===== src/rtl/control_sequencer.sv =====
`default_nettype none
// ============================================================================
// Module   : control_sequencer
// Purpose  : T-state counter and microcode decode for the 8-bit bus CPU.
// Revision : 1.0
// ============================================================================
module control_sequencer #(
    parameter int NSTEPS = 5,
    parameter int STEP_W = 3
) (
    input  logic              CLK,
    input  logic              CLR_n,
    input  logic              STEP_EN,
    input  logic [3:0]        OPCODE,
    input  logic              CF,
    input  logic              ZF,
    output logic [STEP_W-1:0] STEP,
    output logic              HLT,
    output logic              MI,
    output logic              RI,
    output logic              RO,
    output logic              II,
    output logic              IO,
    output logic              AI,
    output logic              AO,
    output logic              BI,
    output logic              EO,
    output logic              SU,
    output logic              FI,
    output logic              OI,
    output logic              CE,
    output logic              CO,
    output logic              J
);

    localparam logic [STEP_W-1:0] T0   = STEP_W'(0);
    localparam logic [STEP_W-1:0] T1   = STEP_W'(1);
    localparam logic [STEP_W-1:0] T2   = STEP_W'(2);
    localparam logic [STEP_W-1:0] T3   = STEP_W'(3);
    localparam logic [STEP_W-1:0] T4   = STEP_W'(4);
    localparam logic [STEP_W-1:0] LAST = STEP_W'(NSTEPS - 1);

    localparam logic [3:0] OP_LDA = 4'h1;
    localparam logic [3:0] OP_ADD = 4'h2;
    localparam logic [3:0] OP_SUB = 4'h3;
    localparam logic [3:0] OP_STA = 4'h4;
    localparam logic [3:0] OP_LDI = 4'h5;
    localparam logic [3:0] OP_JMP = 4'h6;
    localparam logic [3:0] OP_JC  = 4'h7;
    localparam logic [3:0] OP_JZ  = 4'h8;
    localparam logic [3:0] OP_OUT = 4'hE;
    localparam logic [3:0] OP_HLT = 4'hF;

    logic [STEP_W-1:0] step;
    logic              halted;

    // Halting freezes the counter at T2 rather than advancing past it.
    always_ff @(posedge CLK or negedge CLR_n) begin
        if (!CLR_n) begin
            step   <= T0;
            halted <= 1'b0;
        end else if (STEP_EN && !halted) begin
            if (step == T2 && OPCODE == OP_HLT) begin
                halted <= 1'b1;
            end else if (step == LAST) begin
                step <= T0;
            end else begin
                step <= step + STEP_W'(1);
            end
        end
    end

    assign STEP = step;

    always_comb begin
        HLT = 1'b0; MI = 1'b0; RI = 1'b0; RO = 1'b0; II = 1'b0;
        IO  = 1'b0; AI = 1'b0; AO = 1'b0; BI = 1'b0; EO = 1'b0;
        SU  = 1'b0; FI = 1'b0; OI = 1'b0; CE = 1'b0; CO = 1'b0;
        J   = 1'b0;
        if (halted) begin
            HLT = 1'b1;
        end else begin
            case (step)
                T0: begin
                    CO = 1'b1; MI = 1'b1;
                end
                T1: begin
                    RO = 1'b1; II = 1'b1; CE = 1'b1;
                end
                T2: begin
                    case (OPCODE)
                        OP_LDA, OP_ADD, OP_SUB, OP_STA: begin
                            IO = 1'b1; MI = 1'b1;
                        end
                        OP_LDI: begin
                            IO = 1'b1; AI = 1'b1;
                        end
                        OP_JMP: begin
                            IO = 1'b1; J = 1'b1;
                        end
                        OP_JC: begin
                            IO = CF; J = CF;
                        end
                        OP_JZ: begin
                            IO = ZF; J = ZF;
                        end
                        OP_OUT: begin
                            AO = 1'b1; OI = 1'b1;
                        end
                        OP_HLT:  HLT = 1'b1;
                        default: ;
                    endcase
                end
                T3: begin
                    case (OPCODE)
                        OP_LDA: begin
                            RO = 1'b1; AI = 1'b1;
                        end
                        OP_ADD, OP_SUB: begin
                            RO = 1'b1; BI = 1'b1;
                        end
                        OP_STA: begin
                            AO = 1'b1; RI = 1'b1;
                        end
                        default: ;
                    endcase
                end
                T4: begin
                    if (OPCODE == OP_ADD || OPCODE == OP_SUB) begin
                        EO = 1'b1; AI = 1'b1; FI = 1'b1;
                        SU = (OPCODE == OP_SUB);
                    end
                end
                default: ;
            endcase
        end
    end

endmodule
`default_nettype wire

===== config.mk =====
export PLATFORM = sky130hd
export DESIGN_NAME = control_sequencer
export DESIGN_NICKNAME = d
export VERILOG_FILES = /design/src/rtl/control_sequencer.sv
export SDC_FILE = /design/constraint.sdc
export NUM_CORES = 1
export LEC_CHECK = 0
export CAP_MARGIN = 5
export CORE_UTILIZATION = 39
export DETAILED_ROUTE_END_ITERATION = 12
export HOLD_SLACK_MARGIN = 0.06
export PLACE_DENSITY = 0.86
export SLEW_MARGIN = 30
export SYNTH_ARGS = -nofsm -noshare
export SYNTH_HDL_FRONTEND = slang
export SYNTH_SLANG_ARGS = --single-unit

===== constraint.sdc =====
create_clock -name CLK -period 1.75 [get_ports CLK]
set_input_delay 0.175 -clock CLK [delete_from_list [all_inputs] [get_ports CLK]]
set_output_delay 0.175 -clock CLK [all_outputs]
set_load 0.02 [all_outputs]

==> flow_metrics.py <==
metrics = {
    "timing": {
        "hold_viol_final": 0,
        "fin_skew_ns": 0.00905,
        "max_slew_margin": 0.609,
        "setup_slack_ns": -0.203,
        "setup_violations": 10,
        "period_needed_ns": 1.95,
        "finalMaxSlewViolations": 0,
        "rsz0062_at_grt": "yes",
        "worstMarginPinSlew_ns": 0.585,
        "fin_crit_sh": 1.12,
        "fmax_mhz": 512,
    },
    "worst_setup_path": {
        "r2r_slack_ns": 0.09,
        "crit_start": "STEP[0]",
        "timing.rr.end": "STEP[1]",
        "worstPathArrival_ns": 1.78,
        "cp_common_cell": "buf_6",
        "criticalPathCategory": "reg2out",
        "path_cells": "inv_4, buf_4, buf_6, ha_4, nand2_4, and4bb_2, and2_4, buf_6",
        "ff2ff_path_depth": 8,
        "r2r-start": "STEP[0]",
        "crit_path_top_delay_cell": "dfrtp_2",
        "crit_required_ns": 1.57,
        "critPathCaptureType": "primary output",
        "worst_path_largest_cell_delay_ns": 0.44,
        "setup.worst_path.start_class": "flop",
        "endpoint": "SU",
        "path_max_fanout": 3,
    },
    "route": {
        "ant_nets": 0,
        "num_vias": 733,
        "avgViaCountPerCell": 5.47,
        "routed_wl_um": 2350,
        "first_iter_violations": 22,
        "firstDrtPassIters": 4,
        "post_drt_wl_per_cell_um": 17.5,
        "drc": 0,
    },
    "die": {
        "coreArea_mm2": 0.00133,
        "die-width_um": 40.3,
        "ios": 28,
        "start_util": 0.428,
        "dieArea_mm2": 0.00162,
        "die_h_um": 40.3,
        "row_count": 13,
    },
    "logic_synthesis": {
        "syn_area_um2": 571,
        "yosysWarnings": 0,
        "yosysTopAreaCellShare": 0.175,
        "yosysTopAreaCell": "dfrtp_1",
        "synth_nets": 81,
        "synth-main-ff-cell": "dfrtp_1",
        "ys_types": 37,
        "synthArstFlopShare": 1.00,
        "synth.area.top_cells": "dfrtp_1 (18%), ha_1 (11%), and4bb_1 (4.4%), buf_6 (3.9%), nor3_2 (3.5%)",
        "synth-seq-area-share": 0.175,
        "synth_area_per_cell_um2": 8.52,
        "synth_cells": 67,
        "ys_ff_latch": 4,
        "synth_edf_count": 0,
    },
    "global_routing": {
        "overflow": 0,
        "grt_max_degree": 10,
        "antenna_found_initial": 0,
        "grt_usage": 0.278,
        "grt_pass1_wl_um": 2970,
        "grt_pass1_vias": 693,
    },
    "placement": {
        "hpwl_um": 1360,
        "port_buffers": 27,
        "place_area_mm2": 0.00102,
        "place_congestion": 0.846,
    },
    "outcome": {
        "violations": "setup timing",
        "status": "complete, but fails checks",
    },
    "finish": {
        "drive_gt1_frac": 0.613,
        "fill_cells": 66,
        "final_core_util": 0.871,
        "area_delta_synth_final_pct": 104,
        "nNetsFinal": 134,
        "design_area_mm2": 0.00116,
        "n_antenna_cell": 0,
    },
    "clock_network": {
        "cts_tree": "built",
        "cts_buffer_depth": 2,
        "ctsHtreeMaxLevel": 1,
        "hold_buffers": 0,
        "clock_sinks": 4,
        "cts_buffers": 3,
        "clk_pin_slew_ns": 0.05,
        "cts_root_buffer": "clkbuf_4",
        "clk-insertion-delay-late_ns": 0.23,
    },
    "pwr": {
        "p_leak_nw": 0.561,
        "vdd_drop_max_mv": 1.08,
        "power_density_mw_per_mm2": 1420,
    },
    "job": {
        "max_cap_violations": 0,
    },
    "worst_hold_path": {
        "min_path_type": "in2async",
    },
}
[worst min-delay path by stage]
stage / from / endpoint / slack, ns
detailed placement: CLR_n / halted / 0.39
CTS: CLR_n / STEP[2] / 0.13
floorplan: CLR_n / STEP[0] / -0.12
finish: CLR_n / STEP[2] / 0.14
global route: CLR_n / STEP[2] / 0.15
global placement: CLR_n / STEP[1] / 0.38
[timing repair]
action / in CTS / in global routing
buffers inserted: 0 / 4
pin swaps: 3 / 7
gates cloned: 0 / 0
setup endpoints to repair: 16 / 14
resized for setup: 80 / 29
[cell usage in the layout (no fill, tap or decap), types with 3 or more instances in the layout]
master / n
buf_2: 3
clkbuf_4: 3
buf_4: 26
buf_6: 12
ha_4: 4
inv_1: 3
clkdlybuf4s50_1: 10
nor2_1: 3
nand2_1: 4
[power by group]
part / internal, W / switching [W]
registers: 0.000143 / 0.0000670
logic: 0.000672 / 0.000642
clock network: 0.0000858 / 0.0000409
[stage by stage]
stage               std cells  power (W)  setup WS, ns  setup TNS, ns  hold slack [ns]
floorplan                  67   0.000711       -0.0910        -0.0910           -0.121
global placement          126    0.00119        -0.508          -4.97            0.382
detailed placement        126    0.00123        -0.577          -5.32            0.387
CTS                       130    0.00137        -0.187          -1.16            0.128
global route              134    0.00174        -0.250          -1.83            0.148
finish                    134    0.00165        -0.203          -1.28            0.136
[sequential cells by signal, indices dropped and copies added, names as in the netlist]
signal	flops
STEP	3
halted	1
[cell type report]
type	instances	area [um^2]	area share
multi-input cells	53	532	0.458
repair buffers	54	464	0.400
flip-flops and latches	4	103	0.0884
clock buffers	4	26.3	0.0226
well taps	15	18.8	0.0162
inverters	4	17.5	0.0151
[cells by family (layout without fill, tap and decap cells)]
logic type | Yosys count | in the layout | share of synthesized area
AND/OR/NAND/NOR | 31 | 31 | 0.353
multiplexers | 1 | 1 | 0.0175
flip-flops | 4 | 4 | 0.175
XOR/XNOR | 1 | 1 | 0.0154
buffers and inverters | 10 | 62 | 0.110
AO/OA/AOI/OAI | 15 | 15 | 0.219
adder cells (fa/ha/maj) | 5 | 5 | 0.110
[Yosys cell counts, drive strengths merged, types with 2 or more instances]
cell     n
buf      6
ha       5
nand2    5
nor2     5
dfrtp    4
inv      4
and2     3
nand3    3
nor3     3
a2111oi  2
a21oi    2
and4bb   2
nand3b   2
o211a    2
o21ai    2
or2      2
[critical path: cells and delay by family (launching register included)]
kind,cells,cell delay (ns)
buffers and inverters,4,0.41
adders and majority gates,1,0.16
DFF,1,0.44
and+or+nand+nor,3,0.53
[per-layer routing]
layer / vias up / GRT usage / part of all wire
met5: - / 0 / 0
met4: 0 / 0.150 / 0.022
met2: 33 / 0.488 / 0.54
met3: 7 / 0.0722 / 0.065
li1: 347 / - / -
met1: 346 / 0.300 / 0.37
(Power assumes the default switching activity.)
